**src/rtl/lcd_rect_writer_if.sv**
```systemverilog
// Handshake bundle between a rectangle/pixel source, the sequencer and the SPI shifter.
interface lcd_rect_writer_if;
  logic       req_valid;
  logic       req_ready;
  logic [7:0] req_x0;
  logic [7:0] req_y0;
  logic [7:0] req_x1;
  logic [7:0] req_y1;
  logic        pix_valid;
  logic        pix_ready;
  logic [15:0] pix_data;
  logic       tx_valid;
  logic       tx_ready;
  logic [8:0] tx_word;
  logic       busy;
  logic       done;
  logic       err;

  // Source side: issues requests and pixels, plays the serializer role on tx.
  modport master (
    output req_valid, req_x0, req_y0, req_x1, req_y1,
    output pix_valid, pix_data,
    output tx_ready,
    input  req_ready, pix_ready, tx_valid, tx_word, busy, done, err
  );

  // Sequencer side.
  modport slave (
    input  req_valid, req_x0, req_y0, req_x1, req_y1,
    input  pix_valid, pix_data,
    input  tx_ready,
    output req_ready, pix_ready, tx_valid, tx_word, busy, done, err
  );
endinterface

```
**src/rtl/lcd_rect_writer.sv**
```systemverilog
// ST7735 rectangle writer: emits CASET/RASET/RAMWR as {dc,byte} words, then
// streams RGB565 pixels high byte first through a single output register.
module lcd_rect_writer #(
  parameter int unsigned LCD_W   = 132,
  parameter int unsigned LCD_H   = 162,
  parameter int unsigned COL_OFS = 0,
  parameter int unsigned ROW_OFS = 0
) (
  input logic              clk,
  input logic              rst,
  lcd_rect_writer_if.slave bus
);
  localparam logic [8:0] LcdW   = 9'(LCD_W);
  localparam logic [8:0] LcdH   = 9'(LCD_H);
  localparam logic [7:0] ColOfs = 8'(COL_OFS);
  localparam logic [7:0] RowOfs = 8'(ROW_OFS);

  typedef enum logic [2:0] {StIdle, StHdr, StPixHi, StPixLo, StDrain} state_e;

  state_e      r_state, w_state_nxt;
  logic        r_tx_valid, w_tx_valid_nxt;
  logic [8:0]  r_tx_word, w_tx_word_nxt;
  logic [3:0]  r_hdr_idx, w_hdr_idx_nxt;
  logic [15:0] r_remain, w_remain_nxt;
  logic [7:0]  r_lo, w_lo_nxt;
  logic [7:0]  r_x0, r_x1, r_y0, r_y1;
  logic        r_done, w_done_nxt;
  logic        r_err, w_err_nxt;
  logic        w_free, w_legal, w_load_req, w_pix_ready;
  logic [8:0]  w_width, w_height, w_hdr_word;
  logic [15:0] w_npix;
  logic [7:0]  w_cs, w_ce, w_rs, w_re;

  // Output register can take a new word when empty or being handed off now.
  assign w_free   = !r_tx_valid || bus.tx_ready;
  assign w_legal  = (bus.req_x0 <= bus.req_x1) && ({1'b0, bus.req_x1} < LcdW) &&
                    (bus.req_y0 <= bus.req_y1) && ({1'b0, bus.req_y1} < LcdH);
  assign w_width  = {1'b0, bus.req_x1} - {1'b0, bus.req_x0} + 9'd1;
  assign w_height = {1'b0, bus.req_y1} - {1'b0, bus.req_y0} + 9'd1;
  // Largest legal product is 132*162, so 16 bits never overflow.
  assign w_npix   = {7'd0, w_width} * {7'd0, w_height};

  // Panel offsets wrap modulo 256 by construction.
  assign w_cs = r_x0 + ColOfs;
  assign w_ce = r_x1 + ColOfs;
  assign w_rs = r_y0 + RowOfs;
  assign w_re = r_y1 + RowOfs;

  // Header word table indexed by position within the 11-word window preamble.
  always_comb begin
    w_hdr_word = 9'h02C;
    case (r_hdr_idx)
      4'd0:    w_hdr_word = 9'h02A;
      4'd1:    w_hdr_word = 9'h100;
      4'd2:    w_hdr_word = {1'b1, w_cs};
      4'd3:    w_hdr_word = 9'h100;
      4'd4:    w_hdr_word = {1'b1, w_ce};
      4'd5:    w_hdr_word = 9'h02B;
      4'd6:    w_hdr_word = 9'h100;
      4'd7:    w_hdr_word = {1'b1, w_rs};
      4'd8:    w_hdr_word = 9'h100;
      4'd9:    w_hdr_word = {1'b1, w_re};
      default: w_hdr_word = 9'h02C;
    endcase
  end

  // Next-state, output-register load and pixel handshake decisions.
  always_comb begin
    w_state_nxt    = r_state;
    w_tx_valid_nxt = r_tx_valid;
    w_tx_word_nxt  = r_tx_word;
    w_hdr_idx_nxt  = r_hdr_idx;
    w_remain_nxt   = r_remain;
    w_lo_nxt       = r_lo;
    w_done_nxt     = 1'b0;
    w_err_nxt      = 1'b0;
    w_load_req     = 1'b0;
    w_pix_ready    = 1'b0;
    // A word handed off this cycle empties the register unless refilled below.
    if (r_tx_valid && bus.tx_ready) w_tx_valid_nxt = 1'b0;
    unique case (r_state)
      StIdle: begin
        if (bus.req_valid) begin
          if (w_legal) begin
            w_load_req     = 1'b1;
            w_state_nxt    = StHdr;
            w_tx_valid_nxt = 1'b1;
            w_tx_word_nxt  = 9'h02A;
            w_hdr_idx_nxt  = 4'd1;
            w_remain_nxt   = w_npix;
          end else begin
            w_err_nxt = 1'b1;
          end
        end
      end
      StHdr: begin
        if (w_free) begin
          w_tx_valid_nxt = 1'b1;
          w_tx_word_nxt  = w_hdr_word;
          // Enter pixel phase as RAMWR loads so the first pixel can follow back-to-back.
          if (r_hdr_idx == 4'd10) begin
            w_state_nxt   = StPixHi;
            w_hdr_idx_nxt = 4'd0;
          end else begin
            w_hdr_idx_nxt = r_hdr_idx + 4'd1;
          end
        end
      end
      StPixHi: begin
        w_pix_ready = w_free;
        if (w_free && bus.pix_valid) begin
          w_tx_valid_nxt = 1'b1;
          w_tx_word_nxt  = {1'b1, bus.pix_data[15:8]};
          w_lo_nxt       = bus.pix_data[7:0];
          w_state_nxt    = StPixLo;
        end
      end
      StPixLo: begin
        if (w_free) begin
          w_tx_valid_nxt = 1'b1;
          w_tx_word_nxt  = {1'b1, r_lo};
          w_remain_nxt   = r_remain - 16'd1;
          w_state_nxt    = (r_remain == 16'd1) ? StDrain : StPixHi;
        end
      end
      StDrain: begin
        if (r_tx_valid && bus.tx_ready) begin
          w_state_nxt = StIdle;
          w_done_nxt  = 1'b1;
        end
      end
      default: w_state_nxt = StIdle;
    endcase
  end

  // State and datapath registers; reset abandons any transfer in flight.
  always_ff @(posedge clk or posedge rst) begin
    if (rst) begin
      r_state    <= StIdle;
      r_tx_valid <= 1'b0;
      r_tx_word  <= 9'd0;
      r_hdr_idx  <= 4'd0;
      r_remain   <= 16'd0;
      r_lo       <= 8'd0;
      r_done     <= 1'b0;
      r_err      <= 1'b0;
      r_x0       <= 8'd0;
      r_x1       <= 8'd0;
      r_y0       <= 8'd0;
      r_y1       <= 8'd0;
    end else begin
      r_state    <= w_state_nxt;
      r_tx_valid <= w_tx_valid_nxt;
      r_tx_word  <= w_tx_word_nxt;
      r_hdr_idx  <= w_hdr_idx_nxt;
      r_remain   <= w_remain_nxt;
      r_lo       <= w_lo_nxt;
      r_done     <= w_done_nxt;
      r_err      <= w_err_nxt;
      if (w_load_req) begin
        r_x0 <= bus.req_x0;
        r_x1 <= bus.req_x1;
        r_y0 <= bus.req_y0;
        r_y1 <= bus.req_y1;
      end
    end
  end

  assign bus.req_ready = (r_state == StIdle);
  assign bus.pix_ready = w_pix_ready;
  assign bus.tx_valid  = r_tx_valid;
  assign bus.tx_word   = r_tx_word;
  assign bus.busy      = (r_state != StIdle);
  assign bus.done      = r_done;
  assign bus.err       = r_err;
endmodule

```
**src/flat_wrapper.sv**
```systemverilog
// flat-port wrapper written by rule: the top's interface ports become plain ports
module lcd_rect_writer_flat 
#(
  parameter int unsigned LCD_W   = 132,
  parameter int unsigned LCD_H   = 162,
  parameter int unsigned COL_OFS = 0,
  parameter int unsigned ROW_OFS = 0
)
  (clk, rst, bus_req_valid, bus_req_x0, bus_req_y0, bus_req_x1, bus_req_y1, bus_pix_valid, bus_pix_data, bus_tx_ready, bus_req_ready, bus_pix_ready, bus_tx_valid, bus_tx_word, bus_busy, bus_done, bus_err);
  lcd_rect_writer_if bus_i ();
  input logic clk;
  input logic rst;
  input wire logic [$bits(bus_i.req_valid)-1:0] bus_req_valid;
  input wire logic [$bits(bus_i.req_x0)-1:0] bus_req_x0;
  input wire logic [$bits(bus_i.req_y0)-1:0] bus_req_y0;
  input wire logic [$bits(bus_i.req_x1)-1:0] bus_req_x1;
  input wire logic [$bits(bus_i.req_y1)-1:0] bus_req_y1;
  input wire logic [$bits(bus_i.pix_valid)-1:0] bus_pix_valid;
  input wire logic [$bits(bus_i.pix_data)-1:0] bus_pix_data;
  input wire logic [$bits(bus_i.tx_ready)-1:0] bus_tx_ready;
  output wire logic [$bits(bus_i.req_ready)-1:0] bus_req_ready;
  output wire logic [$bits(bus_i.pix_ready)-1:0] bus_pix_ready;
  output wire logic [$bits(bus_i.tx_valid)-1:0] bus_tx_valid;
  output wire logic [$bits(bus_i.tx_word)-1:0] bus_tx_word;
  output wire logic [$bits(bus_i.busy)-1:0] bus_busy;
  output wire logic [$bits(bus_i.done)-1:0] bus_done;
  output wire logic [$bits(bus_i.err)-1:0] bus_err;
  assign bus_i.req_valid = bus_req_valid;
  assign bus_i.req_x0 = bus_req_x0;
  assign bus_i.req_y0 = bus_req_y0;
  assign bus_i.req_x1 = bus_req_x1;
  assign bus_i.req_y1 = bus_req_y1;
  assign bus_i.pix_valid = bus_pix_valid;
  assign bus_i.pix_data = bus_pix_data;
  assign bus_i.tx_ready = bus_tx_ready;
  assign bus_req_ready = bus_i.req_ready;
  assign bus_pix_ready = bus_i.pix_ready;
  assign bus_tx_valid = bus_i.tx_valid;
  assign bus_tx_word = bus_i.tx_word;
  assign bus_busy = bus_i.busy;
  assign bus_done = bus_i.done;
  assign bus_err = bus_i.err;
  lcd_rect_writer #(.LCD_W(LCD_W), .LCD_H(LCD_H), .COL_OFS(COL_OFS), .ROW_OFS(ROW_OFS)) u_core (.clk(clk), .rst(rst), .bus(bus_i));
endmodule
```
**config.mk**
```make
export PLATFORM = sky130hd
export DESIGN_NAME = lcd_rect_writer_flat
export DESIGN_NICKNAME = d
export VERILOG_FILES = /design/src/rtl/lcd_rect_writer_if.sv /design/src/rtl/lcd_rect_writer.sv /design/src/flat_wrapper.sv
export SDC_FILE = /design/constraint.sdc
export NUM_CORES = 1
export LEC_CHECK = 0
export ABC_AREA = 1
export BUFFER_PORTS_ARGS = -buffer_cell sky130_fd_sc_hd__clkbuf_2
export CAP_MARGIN = 20
export CORE_ASPECT_RATIO = 0.5
export CORE_UTILIZATION = 31
export DETAILED_ROUTE_END_ITERATION = 7
export HOLD_SLACK_MARGIN = 0.15
export PLACE_DENSITY = 0.46
export SLEW_MARGIN = 20
export SYNTH_ARGS = -nofsm -noshare
export SYNTH_HDL_FRONTEND = slang
export SYNTH_SLANG_ARGS = --single-unit
```
**constraint.sdc**
```tcl
create_clock -name clk -period 6.2 [get_ports clk]
set_input_delay 0.31 -clock clk [delete_from_list [all_inputs] [get_ports clk]]
set_output_delay 0.31 -clock clk [all_outputs]
set_load 0.005 [all_outputs]
```
==> results.txt <==
- The flow ran to the end, and the final reports show no timing, DRC or antenna violations.
* Max Clock Skew: 0.0124 ns
- The pre-antenna-repair detailed-routing pass consisted of 4 iterations.
- After floorplanning, the core was sized to cover 24400 um^2.
* Total of fill cells in the finished design: roughly 2700
* Final Cell Area: 8850 um^2
- Synthesis produced a netlist with a net count of 1235.
- After synthesis, the most frequently instantiated cells are sky130_fd_sc_hd__nand2_1, sky130_fd_sc_hd__inv_1, sky130_fd_sc_hd__nor2_1.
* Fin. Hold Viols: 0
- In this run, post-CTS hold repair placed 0 buffers.
- Share of synthesized area occupied by flip-flops and latches: 23.9%
- Count of H-tree levels built during CTS: 3
- Total congestion overflow after global routing: 0
- STA puts the critical path data required time at 6.41 ns.
* Standard-cell row count: 40
- Vias in the first global route: 6497
* Clock-pin slew reported for the worst setup and hold paths after clock tree synthesis: approximately 0.06 ns
* Total I/O pin count: 68
- Summed over all failing endpoints, the final setup total negative slack is 0 ns.
- The synthesized design contains 75 register bits.
- OpenSTA, run right after detailed placement, puts the worst setup slack at around 0.13 ns.
* Prevailing post-synth register cell: sky130_fd_sc_hd__dfrtp_1
* Total wire length: 21.1 mm
- DIE HEIGHT: between 100 and 150 um
- For this configuration, the core starts out at a cell density of around 32%.
- Of all flip-flops after synthesis, the portion carrying an async set or reset was 100%.
* Smallest setup slack after layout: 0.499 ns
- Number of antenna violations at the first check in global routing: 0
- In this run the mean area of a mapped cell was 7.46 um^2.
- Die area: 26000 um^2
- Overall track demand over capacity in global routing: between 10% and 20%
- Measured against its own limit, the worst slew margin works out to 47.7%.
- Register area: about 1900 um^2
* Met3 usage in global routing: 3.05%
* Vias post-DR: 6693
- After synthesis, the cell types taking the most area are sky130_fd_sc_hd__dfrtp_1, sky130_fd_sc_hd__fa_1, sky130_fd_sc_hd__ha_1.
- Number of instances in the synthesized netlist: 1052
- Wire length of the first global-routing pass: between 30 and 40 mm
* Setup-violating endpoint count in the final report: 0
- Crit Path Max Fanout: 7
* Diode insertion count for antenna repair: 0
* Post-synthesis cell type with the largest combined area: sky130_fd_sc_hd__dfrtp_1
- CTS Root Buffer Type: sky130_fd_sc_hd__clkbuf_16
* Number of maximum-capacitance constraint violations: 0
* Number of clock sinks seen by CTS: 75
- Wire length per cell after detailed routing: 14.4 um
- Number of library cell types mapped by synthesis: 46
- DR iter-0 viols: 458
- The count of final max-slew check failures came to 0.
- During synthesis, Yosys emitted a total of 0 warnings.
- RSZ-0062 raised after global routing: false
* P&R area growth vs syn: 12.7%
- Count of antenna-violating nets left after detailed routing: 0
* Critical Path Sink Type: flop
- Detailed placement ended at an HPWL of 17.5 mm.
- The post-route netlist has about an eighth of its cells at a drive strength greater than 1.
- Of the available clock period, the critical path in the final layout requires 92.0%.
- Summing all multi-input logic gate instances after layout gives 5020 um^2.
- In this run the cell area of the synthesized design comes to 7850 um^2.
* Peak Freq: 175 MHz
- Total setup buffers inserted after CTS: 0
- For this run, global-route usage on met2 was measured as between 20% and 30%.
* Area share of the largest cell type after synthesis: between 20% and 30%
- met1 is the most crowded layer.
- RD Place Congestion: 0.906
- Clock tree from TritonCTS: done
- Remaining design rule violation count: 0
- The clock reaches the later pin of the worst-skew pair after 0.35 ns.
- Using the TritonRoute via totals, the vias-per-cell ratio works out to 4.58.
- In the post-synthesis netlist, the cell with the most instances is sky130_fd_sc_hd__nand2_1.
* Final layout net count: 1304
- The setup path with the least slack is of type primary input to flop.
- For the pin with the worst max-slew slack, the measured transition is 0.782 ns.
- Entering global routing, the biggest net connects 76 pins.
- Counting the buffers created by CTS gives 9.
- Cell area after placement: approximately 8500 um^2
* Launching element type of the critical path: primary input
* Post-cts repair resize count: 0
- Buffers placed on the I/O ports in this run total 67.
* Count of flip-flops with a built-in enable after synthesis: 0
- Fraction of met1 tracks used by global routing: 26.6%
- Buffers from clock root to sink, at most: 2
- The worst hold path belongs to the class primary input to async pin.
- Worst EP arrival: 5.91 ns
- Min Tclk post-route: 5.70 ns
* Die Span X: 227 um
==> layout by cell type (no fill, tap or decap), drive strengths merged, types with 2 or more instances in the layout <==
cell	netlist	final
a31o	2	2
inv	223	224
nand2	257	257
nand4	15	15
nor3	9	9
fa	53	53
ha	77	77
clkbuf	3	78
o21ai	77	77
o211ai	5	5
nor2	102	102
dfrtp	75	75
buf	13	7
nand3b	5	5
o21bai	3	3
mux2	7	7
a221oi	4	4
o21a	2	2
xnor2	6	6
o31ai	2	2
a32o	2	2
clkinv	0	2
a31oi	2	2
mux2i	2	2
nand3	51	51
a21oi	36	36
xor2	12	12
==> worst paths after layout <==
check / startpoint / endpoint / slack, ns / depth (start not counted)
setup / recovery: bus_req_y1[1] / u_core.r_remain[13] / 0.50 / 28
hold / removal: rst / u_core.bus.tx_word[0] / 0.12 / 3
setup reg to reg: u_core.r_state[2] / u_core.r_remain[15] / 4.05 / 9
hold reg to reg: u_core.bus.tx_word[1] / u_core.bus.tx_word[1] / 0.47 / 2
max in group asynchronous: rst / u_core.r_remain[8] / 5.58 / 3
min in group clk: bus_pix_data[0] / u_core.r_lo[0] / 0.20 / 2
==> metrics by stage <==
step	util, %	std cells	hold WS, ns
2_1_floorplan	-	1052	0.414
3_3_place_gp	35.0	1446	0.461
3_5_place_dp	35.0	1446	0.463
4_1_cts	36.2	1462	0.182
5_1_grt	36.2	1462	0.186
6_report	36.2	1462	0.122
==> registers in the layout, summed over array words and instances, names as in the netlist <==
| register | count |
|---|---|
| u_core.r_x1 | 8 |
| u_core.bus.tx_word | 9 |
| u_core.r_lo | 8 |
| u_core.r_y0 | 8 |
| u_core.r_y1 | 8 |
| u_core.r_remain | 16 |
| u_core.r_hdr_idx | 4 |
| u_core.bus.err | 1 |
| u_core.r_x0 | 8 |
| u_core.bus.tx_valid | 1 |
| u_core.bus.done | 1 |
| u_core.r_state | 3 |
==> metal layers <==
metal | vias to the layer above | wire length, um
li1 | 3422 | -
met1 | 3177 | 11300
met2 | 79 | 8950
met3 | 15 | 668
met4 | 0 | 194
met5 | - | 0
==> worst max-delay path, cell delays in order <==
cell and delay [ns]:
sky130_fd_sc_hd__clkbuf_2 0.13, sky130_fd_sc_hd__inv_1 0.09, sky130_fd_sc_hd__ha_1 0.28, sky130_fd_sc_hd__inv_1 0.05, sky130_fd_sc_hd__ha_1 0.23, sky130_fd_sc_hd__fa_1 0.38, sky130_fd_sc_hd__nand2_1 0.10, sky130_fd_sc_hd__nand2_1 0.07
sky130_fd_sc_hd__nand2_1 0.08, sky130_fd_sc_hd__xor2_1 0.31, sky130_fd_sc_hd__inv_1 0.24, sky130_fd_sc_hd__nor2_1 0.20, sky130_fd_sc_hd__fa_1 0.45, sky130_fd_sc_hd__fa_1 0.48, sky130_fd_sc_hd__fa_1 0.54, sky130_fd_sc_hd__inv_1 0.05
sky130_fd_sc_hd__fa_1 0.53, sky130_fd_sc_hd__inv_1 0.04, sky130_fd_sc_hd__ha_1 0.35, sky130_fd_sc_hd__nand2_1 0.10, sky130_fd_sc_hd__inv_1 0.04, sky130_fd_sc_hd__a21oi_1 0.20, sky130_fd_sc_hd__nand2_1 0.11, sky130_fd_sc_hd__a21oi_1 0.17
sky130_fd_sc_hd__xor2_1 0.17, sky130_fd_sc_hd__o22ai_1 0.08, sky130_fd_sc_hd__inv_1 0.07, sky130_fd_sc_hd__o21ai_1 0.06
==> logic make-up (layout without fill, tap and decap cells) <==
logic type / count (synthesis) / count (layout) / share of synthesized area (%)
simple gates: 442 / 442 / 23.8
fa+ha+maj: 130 / 130 / 25.8
buf+inv: 239 / 313 / 12.2
mux: 9 / 9 / 1.26
compound gates: 139 / 139 / 11.0
flops: 75 / 75 / 23.9
xor+xnor: 18 / 18 / 2.01
==> area by class of cell <==
class | count | area share, %
multi-input cells | 738 | 56.7
flip-flops and latches | 75 | 21.2
repair buffers | 74 | 4.43
well taps | 336 | 4.75
clock inverters | 5 | 0.679
clock buffers | 11 | 2.74
inverters | 223 | 9.46
Power is not shown: default switching activity piles up to over one toggle a cycle in this logic, so the estimate is an artifact.
